===== src/rtl/bfly2_pipe.sv =====
// bfly2_pipe: three-stage pipelined radix-2 DIT butterfly (y0 = x0 + w*x1, y1 = x0 - w*x1).
// Define BFLY2_PIPE_SAT_EN to saturate out-of-range results; otherwise they wrap to OW bits.
module bfly2_pipe #(
  parameter int DW = 8,
  parameter int TW = 8,
  parameter int OW = DW + 1
) (
  input  logic                 clk,
  input  logic                 rst_n,
  input  logic                 in_valid,
  output logic                 in_ready,
  input  logic signed [DW-1:0] xr0,
  input  logic signed [DW-1:0] xi0,
  input  logic signed [DW-1:0] xr1,
  input  logic signed [DW-1:0] xi1,
  input  logic signed [TW-1:0] wr,
  input  logic signed [TW-1:0] wi,
  input  logic                 inv,
  input  logic                 scale,
  output logic                 out_valid,
  input  logic                 out_ready,
  output logic signed [OW-1:0] yr0,
  output logic signed [OW-1:0] yi0,
  output logic signed [OW-1:0] yr1,
  output logic signed [OW-1:0] yi1,
  output logic                 ovf,
  input  logic                 ovf_clr
);

  localparam int PW  = DW + TW;
  localparam int SW  = DW + TW + 1;
  localparam int TRW = DW + 2;
  localparam int YW  = DW + 3;
  localparam logic signed [SW-1:0] RND = {{(SW-1){1'b0}}, 1'b1} << (TW - 2);

  // (v + 1) >>> 1 computed one bit wider so the increment can never wrap.
  function automatic logic signed [YW-1:0] halve_rnd(input logic signed [YW-1:0] v);
    logic signed [YW:0] t;
    t = {v[YW-1], v} + {{YW{1'b0}}, 1'b1};
    halve_rnd = t[YW:1];
  endfunction

  function automatic logic fits_ow(input logic signed [YW-1:0] v);
    fits_ow = (&v[YW-1:OW-1]) | ~(|v[YW-1:OW-1]);
  endfunction

  function automatic logic signed [OW-1:0] clip_ow(input logic signed [YW-1:0] v);
`ifdef BFLY2_PIPE_SAT_EN
    if (fits_ow(v)) begin
      clip_ow = v[OW-1:0];
    end else if (v[YW-1]) begin
      clip_ow = {1'b1, {(OW-1){1'b0}}};
    end else begin
      clip_ow = {1'b0, {(OW-1){1'b1}}};
    end
`else
    clip_ow = v[OW-1:0];
`endif
  endfunction

  logic en_s;

  logic                 v1_r, inv_1_r, scale_1_r;
  logic signed [PW-1:0] p_rr_r, p_ir_r, p_ri_r, p_ii_r;
  logic signed [DW-1:0] xr0_1_r, xi0_1_r;
  logic signed [PW-1:0] m_rr_s, m_ir_s, m_ri_s, m_ii_s;

  logic                  v2_r, scale_2_r;
  logic signed [TRW-1:0] tr_2_r, ti_2_r;
  logic signed [DW-1:0]  xr0_2_r, xi0_2_r;
  logic signed [SW-1:0]  tr_s, ti_s, tr_rnd_s, ti_rnd_s;
  logic                  rnd_unused_s;

  logic signed [YW-1:0] y0r_s, y0i_s, y1r_s, y1i_s;
  logic signed [YW-1:0] y0r_sc_s, y0i_sc_s, y1r_sc_s, y1i_sc_s;
  logic                 ovf_any_s;

  // A full output register that is not being drained freezes every stage.
  assign en_s     = out_ready | ~out_valid;
  assign in_ready = en_s;

  assign m_rr_s = PW'(xr1) * PW'(wr);
  assign m_ir_s = PW'(xi1) * PW'(wr);
  assign m_ri_s = PW'(xr1) * PW'(wi);
  assign m_ii_s = PW'(xi1) * PW'(wi);

  // Stage 1: capture full-width partial products plus x0 and sideband.
  always_ff @(posedge clk or negedge rst_n) begin
    if (!rst_n) begin
      v1_r      <= 1'b0;
      inv_1_r   <= 1'b0;
      scale_1_r <= 1'b0;
      p_rr_r    <= {PW{1'b0}};
      p_ir_r    <= {PW{1'b0}};
      p_ri_r    <= {PW{1'b0}};
      p_ii_r    <= {PW{1'b0}};
      xr0_1_r   <= {DW{1'b0}};
      xi0_1_r   <= {DW{1'b0}};
    end else if (en_s) begin
      v1_r <= in_valid;
      if (in_valid) begin
        inv_1_r   <= inv;
        scale_1_r <= scale;
        p_rr_r    <= m_rr_s;
        p_ir_r    <= m_ir_s;
        p_ri_r    <= m_ri_s;
        p_ii_r    <= m_ii_s;
        xr0_1_r   <= xr0;
        xi0_1_r   <= xi0;
      end
    end
  end

  // Conjugation negates the wi products, never wi itself, so wi = -1.0 stays exact.
  always_comb begin
    tr_s = {SW{1'b0}};
    ti_s = {SW{1'b0}};
    if (inv_1_r) begin
      tr_s = SW'(p_rr_r) + SW'(p_ii_r);
      ti_s = SW'(p_ir_r) - SW'(p_ri_r);
    end else begin
      tr_s = SW'(p_rr_r) - SW'(p_ii_r);
      ti_s = SW'(p_ir_r) + SW'(p_ri_r);
    end
  end

  assign tr_rnd_s     = tr_s + RND;
  assign ti_rnd_s     = ti_s + RND;
  assign rnd_unused_s = ^{tr_rnd_s[TW-2:0], ti_rnd_s[TW-2:0]};

  // Stage 2: register the rounded twiddle product.
  always_ff @(posedge clk or negedge rst_n) begin
    if (!rst_n) begin
      v2_r      <= 1'b0;
      scale_2_r <= 1'b0;
      tr_2_r    <= {TRW{1'b0}};
      ti_2_r    <= {TRW{1'b0}};
      xr0_2_r   <= {DW{1'b0}};
      xi0_2_r   <= {DW{1'b0}};
    end else if (en_s) begin
      v2_r <= v1_r;
      if (v1_r) begin
        scale_2_r <= scale_1_r;
        tr_2_r    <= tr_rnd_s[SW-1:TW-1];
        ti_2_r    <= ti_rnd_s[SW-1:TW-1];
        xr0_2_r   <= xr0_1_r;
        xi0_2_r   <= xi0_1_r;
      end
    end
  end

  // Stage 3 arithmetic: full-width sums, optional halving, range check.
  always_comb begin
    y0r_s = YW'(xr0_2_r) + YW'(tr_2_r);
    y0i_s = YW'(xi0_2_r) + YW'(ti_2_r);
    y1r_s = YW'(xr0_2_r) - YW'(tr_2_r);
    y1i_s = YW'(xi0_2_r) - YW'(ti_2_r);
    if (scale_2_r) begin
      y0r_sc_s = halve_rnd(y0r_s);
      y0i_sc_s = halve_rnd(y0i_s);
      y1r_sc_s = halve_rnd(y1r_s);
      y1i_sc_s = halve_rnd(y1i_s);
    end else begin
      y0r_sc_s = y0r_s;
      y0i_sc_s = y0i_s;
      y1r_sc_s = y1r_s;
      y1i_sc_s = y1i_s;
    end
    ovf_any_s = ~(fits_ow(y0r_sc_s) & fits_ow(y0i_sc_s) &
                  fits_ow(y1r_sc_s) & fits_ow(y1i_sc_s));
  end

  // Stage 3: output registers and the sticky overflow flag (a new overflow beats clear).
  always_ff @(posedge clk or negedge rst_n) begin
    if (!rst_n) begin
      out_valid <= 1'b0;
      yr0       <= {OW{1'b0}};
      yi0       <= {OW{1'b0}};
      yr1       <= {OW{1'b0}};
      yi1       <= {OW{1'b0}};
      ovf       <= 1'b0;
    end else begin
      if (en_s) begin
        out_valid <= v2_r;
        if (v2_r) begin
          yr0 <= clip_ow(y0r_sc_s);
          yi0 <= clip_ow(y0i_sc_s);
          yr1 <= clip_ow(y1r_sc_s);
          yi1 <= clip_ow(y1i_sc_s);
        end
      end
      ovf <= (ovf & ~ovf_clr) | (en_s & v2_r & ovf_any_s);
    end
  end

endmodule


===== config.mk =====
export PLATFORM = sky130hd
export DESIGN_NAME = bfly2_pipe
export DESIGN_NICKNAME = d
export VERILOG_FILES = /design/src/rtl/bfly2_pipe.sv
export SDC_FILE = /design/constraint.sdc
export NUM_CORES = 1
export LEC_CHECK = 0
export CORE_ASPECT_RATIO = 1.5
export CORE_MARGIN = 5
export CORE_UTILIZATION = 45
export CTS_CLUSTER_SIZE = 30
export DETAILED_ROUTE_END_ITERATION = 7
export SETUP_SLACK_MARGIN = 0.4
export SYNTH_ARGS = -nofsm -noshare
export SYNTH_HDL_FRONTEND = slang
export SYNTH_SLANG_ARGS = --single-unit

===== constraint.sdc =====
create_clock -name clk -period 8.2 [get_ports clk]
set_input_delay 1.64 -clock clk [delete_from_list [all_inputs] [get_ports clk]]
set_output_delay 1.64 -clock clk [all_outputs]
set_load 0.05 [all_outputs]

==> results.json <==
{
  "setup_viol": 0,
  "path_clk_slew_ps": 70,
  "fin_crit_sh_pct": 79.3,
  "drt_iter0_drc": 572,
  "cts_setup_buffers": 0,
  "tightestPinTransition_ps": 1110,
  "post-route-drc-count": 0,
  "die_height_um": 274,
  "grt_pass1_vias": 16200,
  "avgSynthCellArea_sq_um": 8.87,
  "ctsHoldBuffers": 0,
  "critPathKind": "in -> reg",
  "r2r_end": "ti_2_r[9]",
  "grt_setup_unrepaired": "no",
  "layout_common_cells": "385 x inv_1, 224 x fa_1, 215 x nand2_1, 194 x ha_1, 161 x and2_1",
  "hold_path.class": "reg -> reg",
  "cts_tree": "built",
  "clock_skew_ps": 9.25,
  "initial_core_util_pct": 45.2,
  "ys_seq_elements": 159,
  "fp.dieW_um": 186,
  "yosysSeqAreaShare_pct": 19.0,
  "clock_sinks": 159,
  "portBuffers": 93,
  "syn_area_sq_um": 21000,
  "grt_util_all_layers_pct": 19.1,
  "ant_nets": 0,
  "path_buf_inv": 5,
  "dieArea_sq_um": 51100,
  "fillers": 4470,
  "worstReg2RegStart": "p_ri_r[1]",
  "worstPathArrival_ps": 6890,
  "r2r_slack_ps": 3260,
  "grt_max_degree": 101,
  "syn_nets": 2835,
  "path_cells": "clkdlybuf4s50_1, and2_1, fa_1, inv_1, fa_1, inv_1, fa_1, inv_1, fa_1, inv_1, ha_1, o21ai_0, a21boi_0, o21ai_0, nand2b_1, a21o_1, a21o_1, a21oi_1, or4b_2, nand3_1",
  "crit_fanout": 16,
  "syn_inst": 2362,
  "cts_buffers": 17,
  "first_pass_iters": 6,
  "antenna_found_initial": 2,
  "min_to": "yi0[6]",
  "reg2reg_depth": 17,
  "slew_headroom_pct": 25.6,
  "io_pins": 94,
  "timing.fmax_ghz": 0.154,
  "crit_path_end_kind": "flop",
  "synth-main-ff-cell": "dfrtp_1",
  "finalHoldViolCount": 0,
  "antenna_cells": 0,
  "outcome": "completed",
  "cp-start-kind": "input port",
  "fin_tns_setup_ps": 0,
  "yosysWarnings": 0,
  "core_sq_um": 46400,
  "path_depth": 20,
  "critical_path.top_delay_family": "adder cells",
  "vias": 15700,
  "clockRootBuffer": "clkbuf_16",
  "clock_latency_ps": 450,
  "areaGrowthSynthToFinish_pct": 9.26,
  "hpwl_um": 38300,
  "worstHoldStart": "yi0[6]",
  "htree_levels": 4,
  "layout_commonest_cell": "inv_1",
  "slowest_delay_ps": 750,
  "final_nets": 2864,
  "grt_remaining_overflow": 0,
  "wl_um": 46900,
  "rows": 97,
  "worstPathRequired_ps": 8590,
  "cts_resized": 0,
  "max_cap_violations": 0,
  "crit_slowest_cell": "clkdlybuf4s50_1",
  "synth_edf_count": 0,
  "routedWlPerCell_um": 15.6,
  "synth_cell_types": 73,
  "routabilityCongestion": 0.863,
  "clk_path_buf_depth": 2,
  "layout-drive-gt1-share_pct": 5.24,
  "ys_async_sr_fraction_pct": 100,
  "period_needed_ps": 6500,
  "finalMaxSlewViolations": 0,
  "hold_depth": 2,
  "startpoint": "wi[2]",
  "vias_per_cell": 5.23,
  "grt_pass1_wl_um": 79200
}
[final cells by class]
class	instances	area [sq um]	share of cell area [%]
clock buffer	18	439	1.92
timing repair buffer	99	977	4.27
sequential	159	3980	17.4
inverter	385	1450	6.31
multi-input combinational	1729	15200	66.3
tap	594	743	3.25
clock inverter	14	133	0.579
[worst max path at each step]
stage / endpoint / slack, ps
after floorplan: p_ii_r[14] / 2150
after global placement: p_rr_r[14] / 1280
after detailed placement: p_rr_r[14] / 1200
after CTS: p_rr_r[14] / 1700
after global routing: p_ri_r[14] / 1420
final: p_ii_r[14] / 1700
[cell families (layout without fill, tap and decap cells)]
family	Yosys count	after routing	share of synthesized area (%)
flops	159	159	19.0
buf+inv	474	516	8.64
compound gates	387	387	11.7
simple gates	683	683	16.9
xor+xnor	172	172	7.19
fa+ha+maj	418	418	33.0
mux	69	69	3.64
[layer usage]
metal | track usage, % | vias up | part of all wire (%)
met1 | 22.5 | 7635 | 40
li1 | - | 7723 | -
met5 | 0 | - | 0.015
met4 | 6.08 | 2 | 3.0
met3 | 2.36 | 72 | 3.2
met2 | 35.6 | 242 | 53
[per-stage QoR]
| stage | std cells | area, sq um | util (%) | hold WS [ps] | worst slack, ps |
|---|---|---|---|---|---|
| 2_1_floorplan | 2362 | 21000 | - | 441 | 2150 |
| 3_3_place_gp | 2966 | 22300 | 48.2 | 454 | 1280 |
| 3_5_place_dp | 2966 | 22300 | 48.2 | 463 | 1200 |
| 4_1_cts | 2998 | 22900 | 49.4 | 478 | 1700 |
| 5_1_grt | 2998 | 22900 | 49.4 | 495 | 1420 |
| 6_report | 2998 | 22900 | 49.4 | 472 | 1700 |
[sequential cells by signal, summed over array words and instances (netlist names)]
name,count
v1_r,1
p_rr_r,16
inv_1_r,1
v2_r,1
yi1,9
p_ii_r,16
yr1,9
xr0_1_r,8
scale_2_r,1
yi0,9
p_ir_r,16
yr0,9
scale_1_r,1
xr0_2_r,8
ovf,1
out_valid,1
ti_2_r,10
tr_2_r,10
p_ri_r,16
xi0_2_r,8
xi0_1_r,8
[cell usage after synthesis (all sizes together), types with 10 or more instances]
cell type,number,area share [%]
mux2,57,3.1
a211oi,21,0.75
xnor2,125,5.2
nand3,23,0.55
nor3,36,0.91
nand4,15,0.45
clkbuf,77,1.4
xor2,47,2.0
a21o,37,1.3
ha,194,12
buf,12,0.36
a21oi,89,2.1
nor2b,24,0.72
o21ai,128,3.1
nand2b,34,1.0
a31oi,18,0.54
nand2,218,3.9
dfrtp,159,19
nor3b,12,0.43
and3,12,0.36
mux2i,12,0.57
fa,224,21
and2,161,4.8
o21bai,11,0.39
nor2,93,1.7
nor4,10,0.33
inv,385,6.9
[worst reg2reg max path: cells and delay by family (launching register included)]
family	cells	cell delay (ps)
DFF	1	410
xor gates and xnor gates	3	530
and+or+nand+nor	7	2510
AOI/OAI and AO/OA	5	900
adders and majority gates	2	530
Power is left out: the tool's default activity adds up to more than one toggle a clock period on the data nets, which glitch-free logic cannot reach.
